[src/rtl/gpu_pkg.sv]
// Shared GPU display constants and the scanout state encoding.
// Framebuffer geometry defaults live here so every block agrees on them.
package gpu_pkg;

    localparam int H_PIXELS_C = 320;
    localparam int V_LINES_C  = 240;
    localparam int X_W        = 9;
    localparam int Y_W        = 8;
    localparam int FB_AW      = 20;
    localparam int IDX_W      = 17;
    localparam int PIX_W      = 16;

    typedef enum logic [1:0] {
        IDLE  = 2'd0,
        RUN   = 2'd1,
        DRAIN = 2'd2
    } scan_state_t;

endpackage

[src/rtl/pix_fifo.sv]
// First-word-fall-through FIFO between the memory read port and the pixel output.
// Illegal pushes (full, no pop) and pops (empty) are silently ignored.
module pix_fifo #(
    parameter int DEPTH  = 4,
    parameter int DATA_W = 16
) (
    input  logic                   Clk,
    input  logic                   Reset_n,
    input  logic                   i_push,
    input  logic [DATA_W-1:0]      i_wdata,
    input  logic                   i_pop,
    output logic [DATA_W-1:0]      o_rdata,
    output logic [$clog2(DEPTH):0] o_count
);

    localparam int AW = $clog2(DEPTH);

    logic [DATA_W-1:0] r_mem [DEPTH];
    logic [AW-1:0]     r_wr_ptr;
    logic [AW-1:0]     r_rd_ptr;
    logic [AW:0]       r_count;
    logic              w_empty;
    logic              w_full;
    logic              w_do_push;
    logic              w_do_pop;

    assign w_empty   = (r_count == '0);
    assign w_full    = (r_count == (AW+1)'(DEPTH));
    assign w_do_pop  = i_pop && !w_empty;
    // A push into a full FIFO is fine when the head leaves in the same cycle.
    assign w_do_push = i_push && (!w_full || w_do_pop);

    always_ff @(posedge Clk) begin
        if (w_do_push) begin
            r_mem[r_wr_ptr] <= i_wdata;
        end
    end

    always_ff @(posedge Clk or negedge Reset_n) begin
        if (!Reset_n) begin
            r_wr_ptr <= '0;
            r_rd_ptr <= '0;
            r_count  <= '0;
        end else begin
            if (w_do_push) begin
                r_wr_ptr <= r_wr_ptr + AW'(1);
            end
            if (w_do_pop) begin
                r_rd_ptr <= r_rd_ptr + AW'(1);
            end
            case ({w_do_push, w_do_pop})
                2'b10:   r_count <= r_count + (AW+1)'(1);
                2'b01:   r_count <= r_count - (AW+1)'(1);
                default: r_count <= r_count;
            endcase
        end
    end

    assign o_rdata = w_empty ? '0 : r_mem[r_rd_ptr];
    assign o_count = r_count;

endmodule

[src/rtl/fb_scanout.sv]
// Framebuffer scanout: walks the frame in raster order, issues credit-limited
// pipelined reads and hands the returned words out tagged with (x,y).
module fb_scanout
    import gpu_pkg::*;
#(
    parameter int               H_PIXELS = H_PIXELS_C,
    parameter int               V_LINES  = V_LINES_C,
    parameter logic [FB_AW-1:0] FB_BASE  = 20'h00000,
    parameter int               DEPTH    = 4
) (
    input  logic             Clk,
    input  logic             Reset_n,
    input  logic             start,
    output logic             busy,
    output logic             frame_done,
    output logic             mem_req,
    output logic [FB_AW-1:0] mem_addr,
    input  logic             mem_gnt,
    input  logic             mem_rvalid,
    input  logic [PIX_W-1:0] mem_rdata,
    output logic             pix_valid,
    input  logic             pix_ready,
    output logic [PIX_W-1:0] pix_data,
    output logic [X_W-1:0]   pix_x,
    output logic [Y_W-1:0]   pix_y
);

    localparam int               CW       = $clog2(DEPTH) + 1;
    localparam logic [IDX_W-1:0] LAST_IDX = IDX_W'(H_PIXELS * V_LINES - 1);

    scan_state_t      r_state;
    scan_state_t      w_state_nxt;
    logic [IDX_W-1:0] r_idx;
    logic [CW-1:0]    r_inflight;
    logic [CW-1:0]    w_count;
    logic [X_W-1:0]   r_x;
    logic [Y_W-1:0]   r_y;
    logic             r_frame_done;
    logic             w_done_nxt;
    logic             w_busy;
    logic             w_credit;
    logic             w_req;
    logic             w_grant;
    logic             w_push;
    logic             w_pop;
    logic             w_start;

    // Credit uses registered occupancy only, so a pop frees a slot one cycle later.
    assign w_credit = ({1'b0, r_inflight} + {1'b0, w_count}) < (CW+1)'(DEPTH);
    assign w_req    = (r_state == RUN) && w_credit;
    assign w_grant  = w_req && mem_gnt;
    assign w_push   = mem_rvalid && (r_inflight != '0);
    assign w_pop    = pix_valid && pix_ready;
    assign w_start  = (r_state == IDLE) && start;

    always_ff @(posedge Clk or negedge Reset_n) begin
        if (!Reset_n) begin
            r_state      <= IDLE;
            r_frame_done <= 1'b0;
        end else begin
            r_state      <= w_state_nxt;
            r_frame_done <= w_done_nxt;
        end
    end

    always_comb begin
        w_state_nxt = r_state;
        w_busy      = 1'b0;
        w_done_nxt  = 1'b0;
        case (r_state)
            IDLE: begin
                if (start) begin
                    w_state_nxt = RUN;
                end
            end
            RUN: begin
                w_busy = 1'b1;
                if (w_grant && (r_idx == LAST_IDX)) begin
                    w_state_nxt = DRAIN;
                end
            end
            DRAIN: begin
                w_busy = 1'b1;
                if ((r_inflight == '0) &&
                    ((w_count == '0) || (w_pop && (w_count == CW'(1))))) begin
                    w_state_nxt = IDLE;
                    w_done_nxt  = 1'b1;
                end
            end
            default: w_state_nxt = IDLE;
        endcase
    end

    always_ff @(posedge Clk or negedge Reset_n) begin
        if (!Reset_n) begin
            r_idx      <= '0;
            r_inflight <= '0;
            r_x        <= '0;
            r_y        <= '0;
        end else if (w_start) begin
            r_idx      <= '0;
            r_inflight <= '0;
            r_x        <= '0;
            r_y        <= '0;
        end else begin
            if (w_grant) begin
                r_idx <= r_idx + IDX_W'(1);
            end
            // A stray return with nothing in flight is dropped, so the count never underflows.
            if (w_grant && !w_push) begin
                r_inflight <= r_inflight + CW'(1);
            end else if (!w_grant && w_push) begin
                r_inflight <= r_inflight - CW'(1);
            end
            if (w_pop) begin
                if (r_x == X_W'(H_PIXELS - 1)) begin
                    r_x <= '0;
                    r_y <= (r_y == Y_W'(V_LINES - 1)) ? '0 : r_y + Y_W'(1);
                end else begin
                    r_x <= r_x + X_W'(1);
                end
            end
        end
    end

    pix_fifo #(
        .DEPTH  (DEPTH),
        .DATA_W (PIX_W)
    ) u_fifo (
        .Clk     (Clk),
        .Reset_n (Reset_n),
        .i_push  (w_push),
        .i_wdata (mem_rdata),
        .i_pop   (w_pop),
        .o_rdata (pix_data),
        .o_count (w_count)
    );

    assign pix_valid  = (w_count != '0);
    assign mem_req    = w_req;
    assign mem_addr   = FB_BASE + FB_AW'(r_idx);
    assign busy       = w_busy;
    assign frame_done = r_frame_done;
    assign pix_x      = r_x;
    assign pix_y      = r_y;

endmodule

[config.mk]
export PLATFORM = sky130hd
export DESIGN_NAME = fb_scanout
export DESIGN_NICKNAME = d
export VERILOG_FILES = /design/src/rtl/gpu_pkg.sv /design/src/rtl/pix_fifo.sv /design/src/rtl/fb_scanout.sv
export SDC_FILE = /design/constraint.sdc
export NUM_CORES = 1
export LEC_CHECK = 0
export ABC_AREA = 1
export ABC_CLOCK_PERIOD_IN_PS = 2550
export CAP_MARGIN = 20
export CORE_MARGIN = 1
export CORE_UTILIZATION = 60
export DETAILED_ROUTE_END_ITERATION = 10
export DONT_BUFFER_PORTS = 1
export PLACE_DENSITY = 0.84
export SYNTH_ARGS = -nofsm -noshare
export SYNTH_HDL_FRONTEND = slang
export SYNTH_SLANG_ARGS = --single-unit
[constraint.sdc]
create_clock -name Clk -period 2.55 [get_ports Clk]
set_input_delay 0.51 -clock Clk [delete_from_list [all_inputs] [get_ports Clk]]
set_output_delay 0.51 -clock Clk [all_outputs]
set_load 0.01 [all_outputs]
==> key figures, run 1 <==
Power
  – VDD IR-drop max: just under 0.5 mV
  – Total power: between 5000 and 6000 uW
  – Cell Pwr Density: ~980 nW/um^2
  – Cell leakage power: 0.00235 uW

Floorplanning
  – Initial core utilization: 0.622
  – Row count: 34
  – Chip Height: approximately 97 um
  – Core area: 8720 um^2
  – Die Wd: ~97 um
  – Io pins: 79
  – Die footprint: roughly 9400 um^2

GRT
  – Final global-route overflow total: 0
  – Vias in the first global route: ~3800
  – Initial antenna violation count: 0
  – GRT Overall Usage: 0.236
  – First-pass GRT wire length: between 15 and 20 mm
  – Largest net degree at the start of global routing: 48

STA
  – # setup viols final: 0
  – Clk_skew: about 0.0096 ns
  – Setup TNS: 0 ns
  – Slew HR: 0.502
  – Final Cycle Share: 0.914
  – Worst-Margin Slew: around 0.75 ns
  – Final Hold Fails: 0
  – Fmax: 429 MHz
  – Hold slack final: between 0.2 and 0.25 ns
  – Pins over their slew limit: 0
  – RSZ-0062 raised after global routing: no
  – Post-layout min period: 2.33 ns

Detailed routing
  – Vias per cell: between 5 and 6
  – DR vias: approximately 3900
  – Post-DRT Antenna Nets: 0
  – Pre-antenna DRT Iters: 4
  – Initial drt markers: around 160
  – Post-route DRC violation count: 0
  – Final wirelength: ~11 mm
  – Routed WL per cell: ~16 um

Final layout
  – Post-route cell area: between 5000 and 6000 um^2
  – Nets: roughly 620
  – Syn-to-layout area delta: 6.34%
  – Share of cells above drive strength 1: 0.0933
  – Number of diodes: 0

CTS
  – TritonCTS buffer count: 9
  – Resize count post-CTS: 0
  – H-tree depth: 3
  – Clock tree buffer depth: 2
  – CTS tree: yes
  – Clock Sinks: approximately 110
  – Clock slew at reported path FFs: 0.11 ns
  – Worst skew pair latency: 0.36 ns
  – Clock root cell: clkbuf_8

Worst hold path
  – HP Start: mem_rdata[4]
  – Worst Hold Path Cells: 0
  – Hold Path Class: in -> reg

Synth
  – Synth warn: 0
  – Fraction of registers with async set or reset after synthesis: 0.423
  – Seq/Total Area, Yosys: 0.571
  – Post-synth EDFFs: between 60 and 70
  – Avg Cell Area, Syn: between 9 and 10 um^2
  – Synth Cell Area: roughly 5400 um^2
  – Cell variety after synth: 37
  – Main synth FF type: edfxtp_1
  – Mapped Cells: 567
  – Synthesized flop and latch total: roughly 110

Worst setup path
  – Worst reg2reg startpoint: u_fifo.o_count[2]
  – Kind of critical path: reg -> reg
  – Worst Path Required: ~2.8 ns
  – CP Max Fanout: 4
  – Crit end category: flip-flop
  – R2R depth: 12
  – CP startpoint kind: flip-flop
  – Arrival @ worst endpoint: between 2 and 3 ns
  – CP Launch Point: u_fifo.o_count[2]

Placed design
  – Placer Congestion: 0.853
  – Area after DPL: around 5500 um^2
  – Post-DP HPWL: ~7.5 mm
  – Count of buffers from port buffering: 0

Run status
  – Status: completed

Job
  – Max-capacitance violation count: 0
==> flip-flops by register name (all words and copies together) (netlist names), 2 cells and up <==
name / flops
r_idx: 17
r_state: 2
u_fifo.o_count: 3
r_inflight: 3
u_fifo.r_wr_ptr: 2
pix_y: 8
u_fifo.r_rd_ptr: 2
pix_x: 9
u_fifo.r_mem: 64
==> where the power goes <==
part | internal (uW) | switching (uW)
clock network | 386 | 620
registers | 2240 | 251
logic | 692 | 1490
total | 3320 | 2360
==> cell families after synthesis <==
family                   after synthesis  share of synthesized area
buffers and inverters                 68                     0.0539
flip-flops                           111                      0.571
adder cells (fa/ha/maj)               19                     0.0452
AO/OA/AOI/OAI                         96                     0.0957
AND/OR/NAND/NOR                      259                      0.213
XOR/XNOR                              13                     0.0210
other                                  1                   0.000691
==> metrics by stage <==
step,setup WS [ns],cells,util
after floorplan,0.414,569,-
after global placement,0.203,667,0.634
after detailed placement,0.133,667,0.634
after CTS,0.120,685,0.660
after global routing,0.0744,687,0.662
final,0.219,687,0.662
==> synth_stat cells (5+ instances only) <==
library cell  instances  area [um^2]
a21oi_1              28          140
buf_2                 7         35.0
clkbuf_1              6         22.5
dfrtp_1              47         1180
edfxtp_1             64         1920
ha_1                 18          225
inv_1                43          161
inv_2                 5         18.8
nand2_1              86          323
nand3_1              22          110
nand4_1              18          113
nor2_1              112          420
o21ai_0              50          250
o21ai_1               9         45.0
xor2_1               10         87.6
==> area by class of cell <==
class / count / area, um^2
repair buffers: 13 / 120
fillers: 649 / 2950
clock buffers: 10 / 128
flip-flops and latches: 111 / 3100
inverters: 49 / 186
clock inverters: 6 / 60.1
multi-input cells: 390 / 2040
well taps: 108 / 135
==> layer usage <==
layer | GRT usage | part of all wire
met1 | 0.279 | 0.41
met2 | 0.419 | 0.52
met3 | 0.0604 | 0.062
met4 | 0.0769 | 0.014
met5 | 0 | 0
==> timing repair <==
item | in CTS | in global routing
hold buffers | 2 | 0
hold endpoints to repair | 47 | 0
setup endpoints to repair | 0 | 1
setup buffers | 0 | 2
==> path summary, 6_finish.rpt <==
| path | endpoint | slack [ns] |
|---|---|---|
| max | r_inflight[2] | 0.22 |
| max in group asynchronous | pix_x[2] | 1.67 |
| min | u_fifo.r_mem[0][4] | 0.23 |
| max reg2reg | r_inflight[2] | 0.22 |
| min reg2reg | r_state[0] | 0.52 |
| min in group asynchronous | r_idx[14] | 0.66 |
==> worst max-delay path: stages, from the launching register on <==
cell and delay [ns]:
dfrtp_1 0.48, ha_1 0.31, nor2_1 0.18, nand3_2 0.13
nor2_4 0.10, nand2_1 0.13, fa_1 0.40, xor2_1 0.22
inv_1 0.07, nand2_1 0.06, nand2_1 0.04, nand2_1 0.06
nand2_1 0.04
==> layout by cell type, fill, tap and decap left out, types with 4 or more instances in the layout <==
master    Yosys  layout
o21ai_1       9       9
dfrtp_1      47      47
xor2_1       10      10
edfxtp_1     64      64
a21oi_1      28      28
nor2_1      112     112
nand4_1      18      18
buf_4         3      11
nand2_4       4       4
nand2_1      86      86
inv_1        43      43
clkbuf_8      0       9
nand3_1      22      22
o21ai_0      50      50
nor2_4        4       4
inv_2         5       5
ha_1         18      18
No activity file was read; power rests on OpenSTA's default activity.
==> inputs of run 2 (changes only) <==
--- a/config.mk
+++ b/config.mk
@@ -8,11 +8,13 @@
 export ABC_AREA = 1
 export ABC_CLOCK_PERIOD_IN_PS = 2550
 export CAP_MARGIN = 20
+export CELL_PAD_IN_SITES_DETAIL_PLACEMENT = 0
+export CELL_PAD_IN_SITES_GLOBAL_PLACEMENT = 1
 export CORE_MARGIN = 1
-export CORE_UTILIZATION = 60
+export CORE_UTILIZATION = 49
 export DETAILED_ROUTE_END_ITERATION = 10
 export DONT_BUFFER_PORTS = 1
-export PLACE_DENSITY = 0.84
+export PLACE_DENSITY = 0.88
 export SYNTH_ARGS = -nofsm -noshare
 export SYNTH_HDL_FRONTEND = slang
 export SYNTH_SLANG_ARGS = --single-unit
==> key figures, run 2 (synthesis gave the netlist of run 1 again) <==
Placed design
  – Post-DP HPWL: 7.61 mm (+1.7%)
  – Placer Congestion: 0.774 (-9.2%)
  – Count of buffers from port buffering: 0 (unchanged)

Detailed routing
  – Vias per cell: 5.29 (-6.7%)
  – Post-route DRC violation count: 0 (unchanged)
  – Initial drt markers: 173 (+10%)
  – Post-DRT Antenna Nets: 0 (unchanged)
  – Pre-antenna DRT Iters: 4 (unchanged)
  – Routed WL per cell: 15.4 um (-1.6%)
  – DR vias: 3795 (-2.4%)
  – Final wirelength: 11.1 mm (+2.8%)

Worst hold path
  – HP Start: mem_rdata[1]
  – Hold Path Class: in -> reg

Floorplanning
  – Core area: 10800 um^2 (+24%)
  – Io pins: 79 (unchanged)
  – Die footprint: 11500 um^2 (+22%)
  – Row count: 38 (+12%)
  – Chip Height: 107 um (+10%)
  – Die Wd: 107 um (+10%)
  – Initial core utilization: 0.503 (-0.119)

CTS
  – Worst skew pair latency: 0.37 ns (about the same)
  – CTS tree: yes
  – Clock Sinks: 111 (unchanged)
  – Clock tree buffer depth: 2 (unchanged)
  – Clock root cell: clkbuf_8
  – Clock slew at reported path FFs: 0.11 ns (about the same)
  – TritonCTS buffer count: 9 (unchanged)
  – H-tree depth: 3 (unchanged)

STA
  – RSZ-0062 raised after global routing: no
  – Post-layout min period: 2.40 ns (+0.0687 ns)
  – Hold slack final: 0.225 ns (-0.00843 ns)
  – Slew HR: 0.605 (+0.103)
  – # setup viols final: 0 (unchanged)
  – Fmax: 417 MHz (-2.9%)
  – Final Cycle Share: 0.941 (+0.0269)
  – Worst-Margin Slew: 0.592 ns (-0.153 ns)
  – Final Hold Fails: 0 (unchanged)
  – Pins over their slew limit: 0 (unchanged)
  – Setup TNS: 0 ns (unchanged)
  – Clk_skew: 0.0113 ns (+0.00169 ns)

Worst setup path
  – CP Max Fanout: 21 (+17)
  – Worst reg-to-reg setup slack: 0.28 ns (+0.06 ns)
  – CP Launch Point: u_fifo.r_rd_ptr[0]
  – Worst reg2reg startpoint: u_fifo.o_count[2]
  – Arrival @ worst endpoint: 1.89 ns (-0.71 ns)
  – Kind of critical path: reg -> out
  – Crit end category: output pin
  – Worst Path Required: 2.04 ns (-0.78 ns)
  – CP startpoint kind: flip-flop

GRT
  – Vias in the first global route: 3754 (-0.29%)
  – Initial antenna violation count: 0 (unchanged)
  – Largest net degree at the start of global routing: 48 (unchanged)
  – First-pass GRT wire length: 18.3 mm (+3.4%)
  – Final global-route overflow total: 0 (unchanged)
  – GRT Overall Usage: 0.208 (-0.0279)

Run status
  – Status: completed

Power
  – Clk network pwr share: 0.189 (+0.012)
  – Cell leakage power: 0.00234 uW (-0.16%)
  – Cell Pwr Density: 989 nW/um^2 (+0.56%)
  – Net Sw Frac: 0.412 (-0.00393)
  – Total power: 5760 uW (+1.4%)
  – Cell Int Power: 3390 uW (+2.1%)
  – Share of power burned in combinational logic: 0.375 (-0.009)
  – Seq pwr share: 0.436 (-0.003)
  – VDD IR-drop max: 0.365 mV (-26%)
  – Sw Pwr: 2370 uW (+0.45%)

Final layout
  – Area of the multi-input gates: 2040 um^2 (unchanged)
  – Share of cells above drive strength 1: 0.0934 (+0.000161)
  – Largest register by flop count: u_fifo.r_mem
  – Nets: 614 (-0.16%)
  – Layout fillers: 952 (+47%)
  – Syn-to-layout area delta: 7.24%
  – Most frequent cells in the layout: nor2_1, nand2_1, edfxtp_1
  – Commonest non-fill, non-tap cell in the layout: nor2_1
  – Register area: 3100 um^2 (about the same)
  – Max FFs per register: 64 (unchanged)
  – Number of diodes: 0 (unchanged)

Job
  – Max-capacitance violation count: 0 (unchanged)
-- run 2: cell types whose count changed in the layout (fill, tap and decap cells not counted), sizes merged --
cell and change:
inv -2, buf -1, bufinv +1, clkbuf -1, clkinv +1, clkinvlp +1
-- run 2: power groups by stage --
stage          logic [uW]  clock network [uW]  registers [uW]
2_1_floorplan        1730                   0            2460
3_3_place_gp         2080                   0            2530
3_5_place_dp         2150                   0            2550
4_1_cts              2180                1110            2510
5_1_grt              2450                1180            2560
6_report             2160                1090            2510
-- run 2: worst paths after layout --
check	depth (start not counted)	endpoint
setup / recovery	5	pix_data[12]
max in group asynchronous	2	u_fifo.r_rd_ptr[0]
setup reg to reg	12	r_inflight[2]
min in group asynchronous	2	r_idx[16]
hold / removal	0	u_fifo.r_mem[1][1]
hold reg to reg	2	r_state[1]
-- run 2: routing by layer --
layer | vias up | GRT usage | wire length, um
met4 | 0 | 0.0724 | 113
met5 | - | 0 | 0
li1 | 1897 | - | -
met2 | 73 | 0.379 | 5770
met3 | 10 | 0.0438 | 531
met1 | 1815 | 0.240 | 4650
-- run 2: layout make-up --
cell class	instances	area share
multi-input cells	390	0.351
clock buffers	9	0.0213
well taps	140	0.0301
clock inverters	7	0.0135
repair buffers	12	0.0193
flip-flops and latches	111	0.532
inverters	49	0.0320
-- run 2: repair_timing --
| action | CTS | global route |
|---|---|---|
| endpoints found under the setup margin | 1 | 1 |
| hold buffers | 2 | 0 |
| pin swaps | 0 | 1 |
| endpoints found under the hold margin | 47 | 0 |
| resized for setup | 1 | 0 |
| setup buffers | 0 | 1 |
-- run 2: worst max-delay path: stages (launching register included) --
cell     delay [ns]
dfrtp_2        0.55
buf_4          0.31
nor2_1         0.08
nor2_1         0.13
o21ai_0        0.12
a21oi_1        0.32
-- run 2: through the flow --
stage,instances,utilization,worst slack [ns],cell area [um^2]
floorplan,569,-,0.414,5440
global placement,699,0.516,0.175,5570
finish,718,0.539,0.150,5820
detailed placement,699,0.516,0.0602,5570
CTS,717,0.539,0.0435,5810
global route,718,0.539,0.0424,5820
